<file path="src/rtl/uart_tx_fifo.sv">
// UART transmitter with a small write FIFO in front of it.
// The frame is start bit, DATA_W data bits LSB first, an optional parity bit, then STOP_BITS stop bits.
module uart_tx_fifo #(
    parameter int unsigned DATA_W     = 8,
    parameter int unsigned FIFO_DEPTH = 4,
    parameter int unsigned STOP_BITS  = 1
) (
    input  logic                            clk,
    input  logic                            rst_n,
    input  logic                            wr_en,
    input  logic [DATA_W-1:0]               wr_data,
    input  logic [15:0]                     baud_div,
    input  logic [1:0]                      parity_mode,
    output logic                            tx,
    output logic                            busy,
    output logic                            full,
    output logic [$clog2(FIFO_DEPTH):0]     count,
    output logic                            overflow
);

    localparam int unsigned PW = $clog2(FIFO_DEPTH);
    localparam int unsigned CW = $clog2(FIFO_DEPTH) + 1;
    localparam int unsigned BW = $clog2(DATA_W);

    typedef enum logic [2:0] {IDLE, START, DATA, PARITY, STOP} state_t;

    state_t              state;
    logic [DATA_W-1:0]   mem [FIFO_DEPTH];
    logic [PW-1:0]       wr_ptr;
    logic [PW-1:0]       rd_ptr;
    logic [15:0]         baud_cnt;
    logic [15:0]         div_q;
    logic [BW-1:0]       bit_idx;
    logic                stop_cnt;
    logic [DATA_W-1:0]   shifter;
    logic                par_en_q;
    logic                par_bit_q;

    logic                push_c;
    logic                pop_c;
    logic                bit_end_c;
    logic                stop_last_c;
    logic [CW-1:0]       count_nxt_c;
    logic [DATA_W-1:0]   head_c;

    // A pop happens when idle with data, or on the last clock of the final stop bit.
    always_comb begin
        push_c      = wr_en && !full;
        bit_end_c   = (baud_cnt == div_q);
        stop_last_c = (state == STOP) && bit_end_c && (stop_cnt == 1'(STOP_BITS - 1));
        pop_c       = (count != '0) && ((state == IDLE) || stop_last_c);
        count_nxt_c = count + CW'(push_c) - CW'(pop_c);
        head_c      = mem[rd_ptr];
    end

    always_ff @(posedge clk) begin
        if (rst_n && push_c) begin
            mem[wr_ptr] <= wr_data;
        end
    end

    always_ff @(posedge clk) begin
        if (!rst_n) begin
            state     <= IDLE;
            tx        <= 1'b1;
            busy      <= 1'b0;
            count     <= '0;
            full      <= 1'b0;
            overflow  <= 1'b0;
            wr_ptr    <= '0;
            rd_ptr    <= '0;
            baud_cnt  <= '0;
            div_q     <= '0;
            bit_idx   <= '0;
            stop_cnt  <= 1'b0;
            shifter   <= '0;
            par_en_q  <= 1'b0;
            par_bit_q <= 1'b0;
        end else begin
            count <= count_nxt_c;
            full  <= (count_nxt_c == CW'(FIFO_DEPTH));
            if (wr_en && full) begin
                overflow <= 1'b1;
            end
            if (push_c) begin
                wr_ptr <= wr_ptr + PW'(1);
            end
            if (pop_c) begin
                rd_ptr <= rd_ptr + PW'(1);
            end
            if (state != IDLE) begin
                baud_cnt <= bit_end_c ? 16'd0 : baud_cnt + 16'd1;
            end

            // Frame start: bit timing and parity are frozen here for the whole frame.
            if (pop_c) begin
                state     <= START;
                tx        <= 1'b0;
                busy      <= 1'b1;
                baud_cnt  <= '0;
                div_q     <= baud_div;
                shifter   <= head_c;
                par_en_q  <= (parity_mode == 2'b01) || (parity_mode == 2'b10);
                par_bit_q <= (^head_c) ^ (parity_mode == 2'b10);
            end else begin
                case (state)
                    IDLE: begin
                        tx   <= 1'b1;
                        busy <= 1'b0;
                    end
                    START: begin
                        if (bit_end_c) begin
                            state   <= DATA;
                            tx      <= shifter[0];
                            shifter <= shifter >> 1;
                            bit_idx <= '0;
                        end
                    end
                    DATA: begin
                        if (bit_end_c) begin
                            if (bit_idx == BW'(DATA_W - 1)) begin
                                if (par_en_q) begin
                                    state <= PARITY;
                                    tx    <= par_bit_q;
                                end else begin
                                    state    <= STOP;
                                    tx       <= 1'b1;
                                    stop_cnt <= 1'b0;
                                end
                            end else begin
                                bit_idx <= bit_idx + BW'(1);
                                tx      <= shifter[0];
                                shifter <= shifter >> 1;
                            end
                        end
                    end
                    PARITY: begin
                        if (bit_end_c) begin
                            state    <= STOP;
                            tx       <= 1'b1;
                            stop_cnt <= 1'b0;
                        end
                    end
                    STOP: begin
                        if (bit_end_c) begin
                            if (stop_cnt == 1'(STOP_BITS - 1)) begin
                                state <= IDLE;
                                tx    <= 1'b1;
                                busy  <= 1'b0;
                            end else begin
                                stop_cnt <= stop_cnt + 1'b1;
                            end
                        end
                    end
                    default: begin
                        state <= IDLE;
                        tx    <= 1'b1;
                        busy  <= 1'b0;
                    end
                endcase
            end
        end
    end

endmodule

</file>
<file path="config.mk">
export PLATFORM = sky130hd
export DESIGN_NAME = uart_tx_fifo
export DESIGN_NICKNAME = d
export VERILOG_FILES = /design/src/rtl/uart_tx_fifo.sv
export SDC_FILE = /design/constraint.sdc
export NUM_CORES = 1
export LEC_CHECK = 0
export CORE_MARGIN = 8
export CORE_UTILIZATION = 57
export DETAILED_ROUTE_END_ITERATION = 16
export PLACE_DENSITY = 0.81
export SLEW_MARGIN = 20
export SYNTH_ARGS = -nofsm -noshare
export SYNTH_HDL_FRONTEND = slang
export SYNTH_SLANG_ARGS = --single-unit
</file>
<file path="constraint.sdc">
create_clock -name clk -period 4 [get_ports clk]
set_input_delay 0.4 -clock clk [delete_from_list [all_inputs] [get_ports clk]]
set_output_delay 0.4 -clock clk [all_outputs]
set_load 0.05 [all_outputs]
</file>
Word level (Yosys, flattened, before mapping)
Memories as Yosys holds them, arrays and structs flattened. A register that Yosys moved wholly into a read port is not among the register bits.
Index checks and enable logic that the tools add are counted.

storage, ports and cells
  register bits = 60
  RAM bits = 32
  input port bits = 29
  word-level logic and storage cells = 123
  memories = 1

memories
  name  depth  width  rd ports  clocked after memory_dff  write ports  line  source
  mem   4      8      1         1                         1            28    logic [DATA_W-1:0] mem [FIFO_DEPTH];

operators by class
  $add $sub $neg = 7
  equal/unequal tests = 26
  multiplexer cells = 43
  bitwise gates (word level) = 5
  reduce and logical (&&, ||, !) cells = 25

operator list
  kind                     number
  $mux W8                  4
  $mux W3                  10
  $ne A3 B3 Y1 const B     7
  $reduce_and A7 Y1        3
  $mux W1                  20
  $ne A2 B2 Y1 const B     9
  $add A16 B1 Y16 const B  1
  $eq A16 B16 Y1           1
  $mux W16                 1
  $pmux W8 S2              1
  $pmux W3 S5              1
  $reduce_bool A3 Y1       4
  $reduce_and A5 Y1        2
  $eq A3 B3 Y1 const B     3
  $reduce_xor A8 Y1        1
  $eq A3 B2 Y1 const B     2
  $logic_and A1 B1 Y1      6
  $pmux W3 S2              1
  $add A2 B1 Y2 const B    2
  $mux W2                  2
  $not A1 Y1               4
  $pmux W1 S4              1
  $reduce_and A4 Y1        1
  $add A3 B1 Y3            1
  other kinds (17)         18

Logic depth before layout (Yosys ltp)
  word-level depth = 7
  depth in mapped cells = 16

Worst setup path after synthesis
OpenSTA, ideal clock, no wires.

  path kind = register to register
  start = register baud_cnt[3]
  end = register full
  library setup time = 0.115 ns
  arrival = 2.884 ns
  setup slack = 1.001 ns
  cell stages (with the launch flop) = 17
  path buffers = 3
  clock period less this slack = 2.999 ns
  path through = dfxtp_1 -> buf_6 -> xor2_1 -> nor4_2 -> nand4_2 -> a21o_1 -> buf_6 -> inv_2 -> buf_4 -> ha_1 -> inv_1 -> ha_1 -> fa_1 -> xor2_1 -> xnor2_1 -> and2_1 -> nor3b_1

between the ends
  cells in the longest elaborated chain, start to end = 7

RTL lines
  element                           line  source
  start: declaration                31    logic [15:0] baud_cnt;
  start signal: assignment          92    baud_cnt <= bit_end_c ? 16'd0 : baud_cnt + 16'd1;
  $eq A16 B16 Y1                    49    bit_end_c = (baud_cnt == div_q);
  $logic_and A1 B1 Y1 (2 in a row)  50    stop_last_c = (state == STOP) && bit_end_c && (stop_cnt == 1'(STOP_BITS - 1));
  $logic_or A1 B1 Y1                51    pop_c = (count != '0) && ((state == IDLE) || stop_last_c);
  $logic_and A1 B1 Y1               51
  via pop_c                         40    logic pop_c;
  $sub A3 B1 Y3                     52    count_nxt_c = count + CW'(push_c) - CW'(pop_c);
  $eq A3 B3 Y1                      81    full <= (count_nxt_c == CW'(FIFO_DEPTH));
  end signal: assignment            81
  end: declaration                  16    output logic full,

The timed path passes the listed nets, and every way through them passes these cells.
A chain may end at the register's enable or synchronous reset.

Worst setup path in the final report
  start = register baud_cnt[9]
  end = register full

between the ends
  cells in the longest elaborated chain, start to end = 7

RTL lines
  element                           line
  $eq A16 B16 Y1                    49
  $logic_and A1 B1 Y1 (2 in a row)  50
  $logic_or A1 B1 Y1                51
  $logic_and A1 B1 Y1               51
  $sub A3 B1 Y3                     52
  $eq A3 B3 Y1                      81

No other way between the ends.

==> flow_summary.json <==
{
  "crit_family": "simple AND/OR/NAND/NOR gates",
  "fp.dieW_um": 100.0,
  "grt_pass1_wl_um": 13030,
  "ys_warn_count": 0,
  "ys_ff_latch": 93,
  "synthCells": 381,
  "fill_cells": 520,
  "drive_above_1_share_pct": 8.173,
  "min_period_over_period_pct": 81.92,
  "leakagePower_nw": 1.755,
  "tightestPinTransition_ns": 0.5622,
  "powerDensity_mw_per_mm2": 660.8,
  "track_usage_pct": 16.52,
  "layout_common_cells": "61 x dfxtp_1, 58 x nand2_1, 42 x nor2_1",
  "status": "finished, final reports clean",
  "numClockSinks": 93,
  "fin_area_mm2": 0.004609,
  "avgSynthCellArea_um2": 10.57,
  "cts_tree": "done",
  "synth.net_count": 421,
  "hold_viol": 0,
  "setup_violations": 0,
  "finClkSkew_ns": 0.009752,
  "critPathBufInv": 2,
  "gp_congestion": 0.8128,
  "dr.pass1.iters": 4,
  "synth_cell_types": 43,
  "critPathArrivalTime_ns": 3.55,
  "areaGrowthSynthToFinish_pct": 14.48,
  "core_area_mm2": 0.006832,
  "max-cap-violations": 0,
  "antenna_left": 0,
  "antenna_cells": 0,
  "hold_path.class": "reg -> reg",
  "boundaryPins": 36,
  "synth_edf_count": 32,
  "place_hpwl_um": 5390,
  "grt_max_degree": 38,
  "async_flop_share_pct": 0,
  "cts.clk_slew.worst_paths_ns": 0.09,
  "dr_total_vias": 2682,
  "cp.required_ns": 4.28,
  "setup_tns_ns": 0,
  "rows": 30,
  "die_y_um": 100.0,
  "cts-buffers-inserted": 9,
  "cts_hold_buf": 0,
  "grt_setup_unrepaired": "false",
  "vdd_drop_max_v": 0.0003133,
  "io_buffers": 35,
  "synthesis.area_mm2": 0.004026,
  "setup.worst_path.class": "reg -> reg",
  "synth_top_area_cell": "dfxtp_1",
  "multiInputGateArea_mm2": 0.001698,
  "maxSlewHeadroom_pct": 62.38,
  "period_needed_ns": 3.277,
  "via_per_inst": 5.238,
  "wl_per_cell_um": 14.78,
  "netlist.area_leader.share_pct": 30.33,
  "crit_path_max_fanout": 24,
  "grt_overflow": 0,
  "drt_wl_total_um": 7568,
  "post-cts-setup-buffers": 0,
  "die_area_mm2": 0.01001,
  "ctsHtreeMaxLevel": 3,
  "slew_violations": 0,
  "worstPathCellList": "xor2_1 > nor4_1 > nand4_2 > a21o_1 > inv_2 > ha_1 > inv_1 > ha_1 > fa_1 > xor2_1 > xnor2_1 > and2_1 > nor3b_1",
  "clkLatencyLatePin_ns": 0.35,
  "synth_top_cells_by_area": "dfxtp_1 30%, edfxtp_1 24%, xor2_1 5.4%",
  "placed_area_mm2": 0.004410,
  "register_area_mm2": 0.002182,
  "critPathLaunchType": "register",
  "drt_iter0_drc": 109,
  "seq_area_frac_synth_pct": 54.20,
  "fmax_mhz": 305.2,
  "drc": 0,
  "cts-resized-gates": 0,
  "grt_pass1_vias": 2752,
  "cts_root_buffer": "clkbuf_8",
  "dominantRegCellSynth": "dfxtp_1",
  "critical-path-slowest-cell": "nor4_1",
  "initial_utilization_pct": 58.94,
  "antenna_found_initial": 0,
  "clockBufferDepth": 2,
  "final_common_cell": "dfxtp_1",
  "worst_setup_path_end_kind": "register",
  "nNetsFinal": 451,
  "slowest_delay_ns": 0.38
}
==> synthesized netlist by cell type (4+ instances only) <==
library cell and number:
a21oi_1 28, a311oi_1 6, and3_1 6, clkbuf_1 10, dfxtp_1 61, edfxtp_1 32, ha_1 10, inv_1 11
mux2i_1 4, mux4_2 8, nand2_1 58, nand3_1 10, nand4_1 4, nor2_1 42, o21ai_0 6, xnor2_1 15
xor2_1 25
==> registers in the layout, indices dropped and copies added (netlist names), named ones only <==
name       count
div_q         16
shifter        8
baud_cnt      16
state          3
par_en_q       1
busy           1
bit_idx        3
mem           32
overflow       1
rd_ptr         2
count          3
wr_ptr         2
tx             1
par_bit_q      1
full           1
==> layout make-up <==
class	instances	area share, %
Timing Repair Buffer	37	7.926
Inverter	12	0.9772
Clock inverter	6	1.520
Tap cell	96	2.606
Sequential cell	93	47.34
Multi-Input combinational cell	258	36.84
Clock buffer	10	2.796
==> report_power, final <==
| part | total [mW] | internal, mW | switching, mW |
|---|---|---|---|
| clock | 0.627 | 0.299 | 0.329 |
| sequential | 1.28 | 1.14 | 0.140 |
| combinational | 1.14 | 0.481 | 0.655 |
| total | 3.05 | 1.92 | 1.12 |
==> path summary, 6_finish.rpt <==
kind	cells after the start	startpoint	to	slack (ns)
max	13	baud_cnt[9]	full	0.72
min	2	bit_idx[2]	bit_idx[2]	0.46
max reg2reg	13	baud_cnt[9]	full	0.72
min reg2reg	2	bit_idx[2]	bit_idx[2]	0.46
==> metal layers <==
metal / GRT usage, % / share of wire (%) / up-vias
li1: - / - / 1364
met1: 19.09 / 44 / 1266
met3: 3.599 / 3.3 / 12
met5: 0 / 0 / -
met2: 28.37 / 51 / 40
met4: 7.907 / 1.8 / 0
==> per-stage QoR <==
step           setup slack, ns  instances  total power, mW  util, %  hold slack (ns)
5_1_grt                 0.4099        512            3.253    67.47           0.4775
4_1_cts                 0.6965        512            3.084    67.47           0.4632
6_report                0.7234        512            3.046    67.47           0.4585
3_3_place_gp            0.8859        496            2.407    64.56           0.4453
2_1_floorplan            1.001        381            2.208        -           0.4356
3_5_place_dp            0.7051        496            2.454    64.56           0.4519
==> cells by family (layout without fill, tap and decap cells) <==
group                    after synthesis  after routing  share of synthesized area, %
XOR/XNOR                              42             42                         9.665
adder cells (fa/ha/maj)               11             11                         3.605
buffers and inverters                 30             65                         3.636
flip-flops                            93             93                         54.20
AO/OA/AOI/OAI                         50             50                         7.458
multiplexers                          12             12                         5.469
AND/OR/NAND/NOR                      143            143                         15.97
==> worst reg2reg max path: stages, from the launching register on <==
cell	delay (ns)
dfxtp_1	0.36
xor2_1	0.18
nor4_1	0.38
nand4_2	0.24
a21o_1	0.26
inv_2	0.32
ha_1	0.20
inv_1	0.04
ha_1	0.18
fa_1	0.38
xor2_1	0.18
xnor2_1	0.15
and2_1	0.16
nor3b_1	0.17
Note: power is estimated with default switching activity, not from simulation.
==> RTL change (same flow settings) <==
`FIFO_DEPTH`: 4 -> 2.
--- a/src/rtl/uart_tx_fifo.sv
+++ b/src/rtl/uart_tx_fifo.sv
@@ -2,7 +2,7 @@
 // The frame is start bit, DATA_W data bits LSB first, an optional parity bit, then STOP_BITS stop bits.
 module uart_tx_fifo #(
     parameter int unsigned DATA_W     = 8,
-    parameter int unsigned FIFO_DEPTH = 4,
+    parameter int unsigned FIFO_DEPTH = 2,
     parameter int unsigned STOP_BITS  = 1
 ) (
     input  logic                            clk,
Interface: changed (resized count); port bits go from 36 to 35. The function was not compared with the original's and may differ.
==> RTL change against the original RTL <==
  * Via count up 4.6%
  * Final area down 12%
  * Power down 9.2%
  * Sequential cell count down 20
  * Count of clock-buffer cells in the layout down 1
  * Routed wire length up 1.9%
  * Synthesized area down 13%
  * Maximum frequency up 15%
  * First-iteration DRC count up 81%
  * Worst setup slack better by 0.42 ns
==> RTL change: results (changes against the original RTL) <==
.. list-table::
   :header-rows: 1

   * - Metric
     - Value
   * - Area taken by multi-input logic gates
     - 1760 um^2 (+3.4%)
   * - Run status
     - complete, no violations
   * - Largest registers
     - baud_cnt: 16 flops, div_q: 16 flops, mem: 16 flops
   * - Count of input and output buffers
     - 34 (-2.9%)
   * - Critical path arrival
     - 3.04 ns (-0.51 ns)
   * - Post-detailed-route wirelength per cell
     - 16.5 um (+12%)
   * - Vias per Instance
     - 6.01 (+15%)
   * - Flops & latches, synth
     - 73 (-22%)
   * - Count of multi-input combinational gates
     - 255 (-1.2%)
   * - Proportion of cell area spent on the clock network
     - 4.76% (+0.45 points)
   * - Final clock skew
     - 0.00832 ns (-0.00143 ns)
   * - Well Taps
     - 75 (-22%)
   * - Placed Area
     - 3870 um^2 (-12%)
   * - Area taken by flip-flops and latches
     - 1620 um^2 (-26%)
   * - Multi-input combinational area share
     - 43.1% (+6.3 points)
   * - Register area share after synthesis
     - 46.2% (-8.0 points)
   * - Longest individual stage delay on the worst path
     - 1.00 ns (+0.62 ns)
   * - Tot GR Track Use
     - 18.1% (+1.6 points)
   * - Largest net degree at the start of global routing
     - 55 (+45%)
   * - Worst IR drop on VDD
     - 0.648 mV (+110%)
   * - Non-clk bufs
     - 38 (+2.7%)
   * - Sum of met2 wire segment lengths after detailed routing
     - 3.84 mm (about the same)
   * - Proportion of final cell area spent on non-clock buffers
     - 9.09% (+1.2 points)
   * - Post-Syn Area per Cell
     - 9.61 um^2 (-9.0%)
   * - Cells taking the most area after synthesis
     - sky130_fd_sc_hd__dfxtp_1 (33%), sky130_fd_sc_hd__edfxtp_1 (14%), sky130_fd_sc_hd__xnor2_1 (8.2%)
   * - Post-Place Cells
     - 451 (-9.1%)
   * - Wire length of the first global-routing pass
     - 13.1 mm (+0.48%)
   * - Period minus WS final
     - 2.86 ns (-0.418 ns)
RTL change: changes by cell type after synthesis, sizes merged, moves of 8 or more:
cell	delta
a211oi	+17
xor2	-20
xnor2	+18
nand3	+14
o21ai	+19
nor2	-29
nand2	-38
o211ai	+8
clkbuf	+11
edfxtp	-16
mux4	-8
RTL change: cell families (layout without fill, tap and decap cells):
family | Yosys count | in the layout | share of synthesized area (%)
buf+inv | 37 | 64 | 4.35
simple gates | 100 | 100 | 15.0
xor+xnor | 40 | 40 | 10.6
fa+ha+maj | 6 | 6 | 2.14
flops | 73 | 73 | 46.2
mux | 14 | 14 | 4.64
compound gates | 95 | 95 | 17.0
RTL change: power by group through the flow:
stage | Sequential, mW | Combinational (mW) | Clock, mW
4_1_cts | 1.04 | 1.14 | 0.581
3_3_place_gp | 1.05 | 1.11 | 0
5_1_grt | 1.07 | 1.27 | 0.607
6_report | 1.04 | 1.15 | 0.569
3_5_place_dp | 1.06 | 1.14 | 0
2_1_floorplan | 1.08 | 0.842 | 0
